`src/rtl/frogger_lane_engine.sv`:
```
// ---------------------------------------------------------------------------------------------
// frogger_lane_engine
//
// Traffic lane engine for a Frogger-style playfield. A shared prescaler produces a base tick;
// each lane counts base ticks and steps its head one tile left or right when its effective
// period is reached. Car k of a lane sits CAR_SPACING*k tiles after the head, wrapping at
// FIELD_W. The block answers renderer tile queries (o_Car_Hit, one-cycle latency) and detects
// the frog entering a car tile (o_Collided, one pulse per 0->1 overlap transition).
//
// Ports:
//   i_Clk            clock
//   i_Rst            synchronous active-high reset
//   i_Game_Active    run enable; 0 freezes prescaler, counters and heads
//   i_Level          difficulty level (only used when FROGGER_LANE_SPEEDUP_EN is defined)
//   i_Frogger_X/Y    frog tile column/row
//   i_Col_Count_Div  renderer tile column query
//   i_Row_Count_Div  renderer tile row query
//   o_Car_Hit        registered: queried tile holds a car
//   o_Collided       one-cycle collision pulse
//   o_Lane_Step      registered per-lane step pulse, high while the new head value is visible
//
// Optional feature macro: FROGGER_LANE_SPEEDUP_EN
//   defined   -> effective period = max(1, LANE_PERIOD[n] - i_Level)
//   undefined -> effective period = LANE_PERIOD[n], i_Level ignored
// ---------------------------------------------------------------------------------------------
module frogger_lane_engine #(
    parameter int unsigned NUM_LANES     = 5,
    parameter int unsigned CARS_PER_LANE = 2,
    parameter int unsigned FIELD_W       = 14,
    parameter int unsigned FIRST_ROW     = 7,
    parameter int unsigned CAR_SPACING   = 7,
    parameter int unsigned TICK_DIV      = 4000000,
    parameter logic [4*NUM_LANES-1:0] LANE_PERIOD = {NUM_LANES{4'd4}},
    parameter logic [NUM_LANES-1:0]   LANE_DIR    = 5'b10101
) (
    input  logic                 i_Clk,
    input  logic                 i_Rst,
    input  logic                 i_Game_Active,
    input  logic [2:0]           i_Level,
    input  logic [5:0]           i_Frogger_X,
    input  logic [5:0]           i_Frogger_Y,
    input  logic [4:0]           i_Col_Count_Div,
    input  logic [4:0]           i_Row_Count_Div,
    output logic                 o_Car_Hit,
    output logic                 o_Collided,
    output logic [NUM_LANES-1:0] o_Lane_Step
);

    localparam int unsigned PW = (TICK_DIV > 1) ? $clog2(TICK_DIV) : 1;
    localparam int unsigned HW = (FIELD_W > 1) ? $clog2(FIELD_W) : 1;

    // -----------------------------------------------------------------------------------------
    // Prescaler
    // -----------------------------------------------------------------------------------------
    logic [PW-1:0] presc_q;
    logic          base_tick;

    assign base_tick = i_Game_Active && (presc_q == PW'(TICK_DIV - 1));

    always_ff @(posedge i_Clk) begin
        if (i_Rst) begin
            presc_q <= '0;
        end else if (i_Game_Active) begin
            presc_q <= base_tick ? '0 : presc_q + 1'b1;
        end
    end

    // -----------------------------------------------------------------------------------------
    // Effective per-lane period
    // -----------------------------------------------------------------------------------------
    logic [NUM_LANES-1:0][3:0] eff_period;

`ifdef FROGGER_LANE_SPEEDUP_EN
    always_comb begin
        eff_period = '0;
        for (int n = 0; n < NUM_LANES; n++) begin
            // Clamp at 1 so a high level never stalls or underflows a lane.
            if (LANE_PERIOD[4*n +: 4] > {1'b0, i_Level}) begin
                eff_period[n] = LANE_PERIOD[4*n +: 4] - {1'b0, i_Level};
            end else begin
                eff_period[n] = 4'd1;
            end
        end
    end
`else
    logic unused_level;
    assign unused_level = ^i_Level;

    always_comb begin
        eff_period = LANE_PERIOD;
    end
`endif

    // -----------------------------------------------------------------------------------------
    // Step counters and lane heads
    // -----------------------------------------------------------------------------------------
    logic [NUM_LANES-1:0][3:0]    step_cnt_q, step_cnt_d;
    logic [NUM_LANES-1:0][HW-1:0] head_q, head_d;
    logic [NUM_LANES-1:0]         lane_step_q, lane_step_d;

    always_comb begin
        step_cnt_d  = step_cnt_q;
        head_d      = head_q;
        lane_step_d = '0;
        if (base_tick) begin
            for (int n = 0; n < NUM_LANES; n++) begin
                // >= rather than == keeps a lane moving if its period shrinks below the count.
                if (({1'b0, step_cnt_q[n]} + 5'd1) >= {1'b0, eff_period[n]}) begin
                    step_cnt_d[n]  = '0;
                    lane_step_d[n] = 1'b1;
                    if (LANE_DIR[n]) begin
                        head_d[n] = (head_q[n] == HW'(FIELD_W - 1)) ? '0 : head_q[n] + 1'b1;
                    end else begin
                        head_d[n] = (head_q[n] == '0) ? HW'(FIELD_W - 1) : head_q[n] - 1'b1;
                    end
                end else begin
                    step_cnt_d[n] = step_cnt_q[n] + 4'd1;
                end
            end
        end
    end

    always_ff @(posedge i_Clk) begin
        if (i_Rst) begin
            step_cnt_q  <= '0;
            lane_step_q <= '0;
            for (int n = 0; n < NUM_LANES; n++) begin
                head_q[n] <= LANE_DIR[n] ? '0 : HW'(FIELD_W - 1);
            end
        end else begin
            step_cnt_q  <= step_cnt_d;
            head_q      <= head_d;
            lane_step_q <= lane_step_d;
        end
    end

    // -----------------------------------------------------------------------------------------
    // Car positions
    // -----------------------------------------------------------------------------------------
    logic [NUM_LANES-1:0][CARS_PER_LANE-1:0][HW-1:0] car_x;
    logic [HW:0]                                     car_sum;

    // The per-car offset is pre-reduced mod FIELD_W, so head + offset < 2*FIELD_W and a single
    // conditional subtract completes the modulo; the extra bit keeps the sum from overflowing.
    always_comb begin
        car_x   = '0;
        car_sum = '0;
        for (int n = 0; n < NUM_LANES; n++) begin
            for (int k = 0; k < CARS_PER_LANE; k++) begin
                car_sum = {1'b0, head_q[n]} + (HW+1)'((k * CAR_SPACING) % FIELD_W);
                if (car_sum >= (HW+1)'(FIELD_W)) begin
                    car_sum = car_sum - (HW+1)'(FIELD_W);
                end
                car_x[n][k] = car_sum[HW-1:0];
            end
        end
    end

    // -----------------------------------------------------------------------------------------
    // Frog overlap and renderer query
    // -----------------------------------------------------------------------------------------
    // Rows outside the lane band match no lane index, so they can never hit.
    logic overlap;
    logic car_hit_d;

    always_comb begin
        overlap   = 1'b0;
        car_hit_d = 1'b0;
        for (int n = 0; n < NUM_LANES; n++) begin
            for (int k = 0; k < CARS_PER_LANE; k++) begin
                if ((32'(i_Frogger_Y) == 32'(FIRST_ROW + n)) &&
                    (32'(i_Frogger_X) == 32'(car_x[n][k]))) begin
                    overlap = 1'b1;
                end
                if ((32'(i_Row_Count_Div) == 32'(FIRST_ROW + n)) &&
                    (32'(i_Col_Count_Div) == 32'(car_x[n][k]))) begin
                    car_hit_d = 1'b1;
                end
            end
        end
    end

    logic overlap_q;
    logic collided_q;
    logic car_hit_q;

    // Query and collision paths stay live while the game is paused.
    always_ff @(posedge i_Clk) begin
        if (i_Rst) begin
            overlap_q  <= 1'b0;
            collided_q <= 1'b0;
            car_hit_q  <= 1'b0;
        end else begin
            overlap_q  <= overlap;
            collided_q <= overlap && !overlap_q;
            car_hit_q  <= car_hit_d;
        end
    end

    assign o_Car_Hit   = car_hit_q;
    assign o_Collided  = collided_q;
    assign o_Lane_Step = lane_step_q;

endmodule

```
`config.mk`:
```
export PLATFORM = sky130hd
export DESIGN_NAME = frogger_lane_engine
export DESIGN_NICKNAME = d
export VERILOG_FILES = /design/src/rtl/frogger_lane_engine.sv
export SDC_FILE = /design/constraint.sdc
export NUM_CORES = 1
export LEC_CHECK = 0
export CORE_ASPECT_RATIO = 0.8
export CORE_MARGIN = 2
export CORE_UTILIZATION = 45
export DETAILED_ROUTE_END_ITERATION = 8
export GPL_TIMING_DRIVEN = 0
export PLACE_DENSITY_LB_ADDON = 0.15
export SLEW_MARGIN = 30
export SYNTH_ARGS = -nofsm -noshare
export SYNTH_HDL_FRONTEND = slang
export SYNTH_SLANG_ARGS = --single-unit
```
`constraint.sdc`:
```
create_clock -name i_Clk -period 8.65 [get_ports i_Clk]
set_clock_uncertainty 0.15 [all_clocks]
set_input_delay 1.73 -clock i_Clk [delete_from_list [all_inputs] [get_ports i_Clk]]
set_output_delay 1.73 -clock i_Clk [all_outputs]
set_load 0.05 [all_outputs]
```
After elaboration in Yosys (flattened, before gate mapping)
Cells that the tools add are included.
Word-level totals
  flip-flop bits (word level): 70
  bits of input ports: 28
  output and inout port bits: 7
  logic and storage cells: 173
Operators by class
  $add $sub $neg: 31
  order comparisons: 15
  eq/ne operators: 34
  mux-type cells: 46
  bitwise logic cells: 1
  reduce and logical (&&, ||, !) cells: 31
Operator list (number)
  two-way mux 4 bit: 20
  equality test 6 x 4 -> 1 bit: 10
  equality test 5 x 4 -> 1 bit: 10
  subtractor 4 bit, second input constant: 10
  adder 4 x 1 -> 4 bit, second input constant: 8
  adder 4 x 1 -> 5 bit, second input constant: 5
  adder 4 x 3 -> 5 bit, second input constant: 5
  >= comparator 5 x 3 -> 1 bit, second input constant: 5
  >= comparator 5 x 4 -> 1 bit, second input constant: 5
  two-way mux 1 bit: 25
  equality test 6 x 4 -> 1 bit, second input constant: 4
  adder 22 x 1 -> 22 bit, second input constant: 1
  equality test 22 bit, second input constant: 1
  logical AND 1 bit: 22
  two-way mux 22 bit: 1
  equality test 5 x 4 -> 1 bit, second input constant: 4
  >= comparator 4 bit, second input constant: 5
  equality test 4 bit, second input constant: 3
  AND reduction 2 bit: 5
  logical NOT 4 bit: 2
  subtractor 4 x 1 -> 4 bit, second input constant: 2
  equality test 6 x 3 -> 1 bit, second input constant: 1
  equality test 5 x 3 -> 1 bit, second input constant: 1
  OR reduction 2 bit: 1
  2 further kinds: 2

Longest topological paths before layout
  depth in word-level cells: 15
  gate-level depth with buffers: 13

Worst setup path after synthesis
Ideal clock, no wire load.
  kind: input to register
  start: input i_Frogger_X[2]
  end: register overlap_q
  library setup time: 139 ps
  data arrival time: 3292 ps
  data required time: 8361 ps
  path slack: 5069 ps
  stages: 9
  path buffers: 2
  path through: clkbuf_1 > inv_1 > buf_2 > xnor2_1 > and2_1 > mux2i_1 > o32ai_2 > nor4_1 > a2111oi_2
Between the ends
  cells in the longest elaborated chain, start to end: 12
RTL lines
  start: declaration: RTL line 40  | input logic [5:0] i_Frogger_X,
  equality test 6 x 4 -> 1 bit: RTL line 172  | (32'(i_Frogger_X) == 32'(car_x[n][k]))) begin
  logical AND 1 bit: RTL line 171  | if ((32'(i_Frogger_Y) == 32'(FIRST_ROW + n)) &&
  two-way mux 1 bit (9 in series): RTL line 171
  two-way mux 1 bit *: RTL line 171
  end signal: assignment: RTL line 194  | overlap_q <= overlap;
  end: declaration: RTL line 183  | logic overlap_q;
Every way passes the cells marked *; elsewhere a longest branch is shown, timed or not.
A chain may end at the register's enable or synchronous reset.

Final worst setup path
  start: input i_Game_Active
  end: register head_q[8] (netlist bit)
Between the ends
  cells in the longest elaborated chain, start to end: 2
RTL lines
  start: declaration: RTL line 38  | input logic i_Game_Active,
  logical AND 1 bit: RTL line 58  | assign base_tick = i_Game_Active && (presc_q == PW'(TICK_DIV - 1));
  AND reduction 2 bit (no source line)
  end signal: indexed assignment: RTL line 128  | head_q[n] <= LANE_DIR[n] ? '0 : HW'(FIELD_W - 1);
  end: declaration: RTL line 98  | logic [NUM_LANES-1:0][HW-1:0] head_q, head_d;
Every way passes these cells.

==> results_dict.tcl <==
set metrics [dict create \
    outcome "finished clean" \
    total_leakage_power_nw 2.371 \
    ant_nets 0 \
    num_antenna_cells 0 \
    finalHoldViolCount 0 \
    drc_errors 0 \
    gp_congestion 0.9104 \
    crit_fanout 10 \
    cpMaxStageDelayCell "clkdlybuf4s50_1" \
    start_kind "primary input" \
    setup_tns_ns 0 \
    fin_util_pct 52.31 \
    vias 5018 \
    post_cts_resized 0 \
    post_cts_buffers 0 \
    wirelength_um 14440 \
    fmax_mhz 225.3 \
    htreeDepth 3 \
    drv_slew 0 \
    num_rows 36 \
    drt_iter0_markers 250 \
    dpl-instance-area_um2 6083 \
    crit_family "simple AND/OR/NAND/NOR gates" \
    grt_max_degree 13 \
    cts_max_path_buffers 2 \
    start_util_pct 46.28 \
    die_width_um 129.3 \
    hold_buffers 0 \
    cp.required_ns 8.70 \
    die_area_um2 13470 \
    rsz0062_at_grt "false" \
    slowest_delay_ns 0.59 \
    drive_gt1_share_pct 7.211 \
    total_power_mw 0.7588 \
    viasPerCell 5.539 \
    finalCriticalPeriod_ns 4.438 \
    clockRootBuffer "clkbuf_16" \
    synth.area.top_cells "dfxtp_1 (25%), ha_1 (12%), xnor2_1 (8.8%), xor2_1 (5.9%), nor2_1 (5.3%)" \
    synthArstFlopShare_pct 0 \
    syn_inst 697 \
    core_um2 12210 \
    synth_nets 777 \
    synth_top_area_share_pct 24.81 \
    grt_pass1_wl_um 23870 \
    maxCapViolCount 0 \
    antenna_found_initial 0 \
    ys.flop_type "dfxtp_1" \
    timing.hold.ws_ns 0.3120 \
    overflow 0 \
    final_common_cell "nor2_1" \
    syn_area_um2 5649 \
    critPathBufInv 2 \
    ys_types 73 \
    hold_path_class "reg -> reg" \
    ys_seq_area_share_pct 24.81 \
    worstSetupPathType "in -> reg" \
    cts_tree "yes" \
    max_slew_margin_pct 41.89 \
    syn_to_final_growth_pct 13.02 \
    grt_util_all_layers_pct 22.22 \
    nNetsFinal 810 \
    synth_area_leader_cell "dfxtp_1" \
    final_area_um2 6385 \
    dp_hpwl_um 10830 \
    synthesis.area_per_instance_um2 8.105 \
    final_cell_mix "nor2_1 (80), dfxtp_1 (70), xnor2_1 (57), ha_1 (52), nand2_1 (50)" \
    die_h_um 104.2 \
    cp.arrival_ns 4.49 \
    portBuffers 22 \
    end_kind "flip-flop" \
    synth_edf_count 0 \
    max_slew.worst_pin.slew_ns 0.8717 \
    io_pins 35 \
    finalSetupViolCount 0 \
    cts_buffers 9 \
    power_density_nw_per_um2 118.8 \
    period_share_pct 51.30 \
    yosys_warnings 0 \
    path_cells "clkdlybuf4s50_1 > nand3_1 > nor3_1 > and4_1 > clkbuf_1 > o21ai_0 > nand2_1 > a21oi_1" \
    ys_seq_elements 70 \
    drt-pass1-iter-count 4 \
    cts.sinks 70 \
    wl_per_cell_um 15.94 \
    clk_pin_slew_ns 0.06 \
    insertion_delay_ns 0.34 \
    ir_drop_mv 0.1135 \
    grt_pass1_vias 4769 \
]
-- power by group --
group,leakage [nW],total [mW],switching [mW],internal [mW]
logic,1.66,0.0574,0.0333,0.0240
registers,0.564,0.324,0.000681,0.323
clock network,0.142,0.378,0.146,0.231
-- metrics by stage --
step / setup slack, ns / std cells
floorplan: 5.069 / 697
global placement: 3.910 / 890
detailed placement: 3.916 / 890
CTS: 4.279 / 906
global route: 3.984 / 906
finish: 4.212 / 906
-- final timing paths --
| check | end | slack [ns] | cells after the start | from |
|---|---|---|---|---|
| worst max register to register | overlap_q | 4.73 | 11 | head_q[17] |
| worst min-delay path | step_cnt_q[15] | 0.31 | 1 | step_cnt_q[15] |
| worst min register to register | step_cnt_q[15] | 0.31 | 1 | step_cnt_q[15] |
| worst max-delay path | head_q[8] | 4.21 | 8 | i_Game_Active |
-- sequential cells by signal (all words and copies together) (netlist names) --
signal and flops:
step_cnt_q 20, o_Car_Hit 1, o_Lane_Step 5, overlap_q 1, head_q 20, presc_q 22, o_Collided 1
-- synth_stat cells (3+ instances only) --
| cell | count |
|---|---|
| a211oi_1 | 3 |
| a21bo_2 | 5 |
| a21boi_0 | 4 |
| a21boi_1 | 3 |
| a21oi_1 | 41 |
| a22oi_1 | 3 |
| a311oi_1 | 6 |
| a31oi_1 | 3 |
| and2_1 | 15 |
| and3_1 | 6 |
| and4_1 | 3 |
| and4b_1 | 6 |
| buf_2 | 4 |
| clkbuf_1 | 28 |
| dfxtp_1 | 70 |
| ha_1 | 52 |
| inv_1 | 25 |
| mux2_2 | 6 |
| mux2i_1 | 7 |
| nand2_1 | 50 |
| nand2b_1 | 11 |
| nand3_1 | 28 |
| nand3b_1 | 3 |
| nand4_1 | 14 |
| nor2_1 | 80 |
| nor2b_1 | 6 |
| nor3_1 | 11 |
| nor3b_1 | 6 |
| nor4_1 | 9 |
| nor4b_1 | 4 |
| o21ai_0 | 25 |
| o21ai_1 | 4 |
| or2_2 | 5 |
| or4_1 | 4 |
| xnor2_1 | 57 |
| xor2_1 | 38 |
-- cell type report --
class | count | area [um^2]
plain buffers | 34 | 147.6
clock buffers | 11 | 242.7
clock inverters | 5 | 58.81
fillers | 1156 | 5822
inverters | 28 | 105.1
multi-input cells | 565 | 3995
flip-flops and latches | 70 | 1401
well taps | 171 | 214.0
repair buffers | 22 | 220.2
-- routing by layer --
layer	vias to the layer above	share of wire, %	track usage, %
met2	93	45	33.76
met3	17	4.1	4.733
met5	-	0	0
met1	2406	49	31.62
met4	0	1.4	6.134
li1	2502	-	-
-- cell families (layout without fill, tap and decap cells) --
family	count (synthesis)	count (layout)	share of synthesized area, %
and+or+nand+nor	273	273	25.43
xor gates and xnor gates	95	95	14.73
adders and majority gates	52	52	11.52
muxes	16	16	3.167
DFF	70	70	24.81
AOI/OAI and AO/OA	129	129	15.88
buffers and inverters	62	100	4.474
Note: power is estimated with default switching activity, not from simulation.
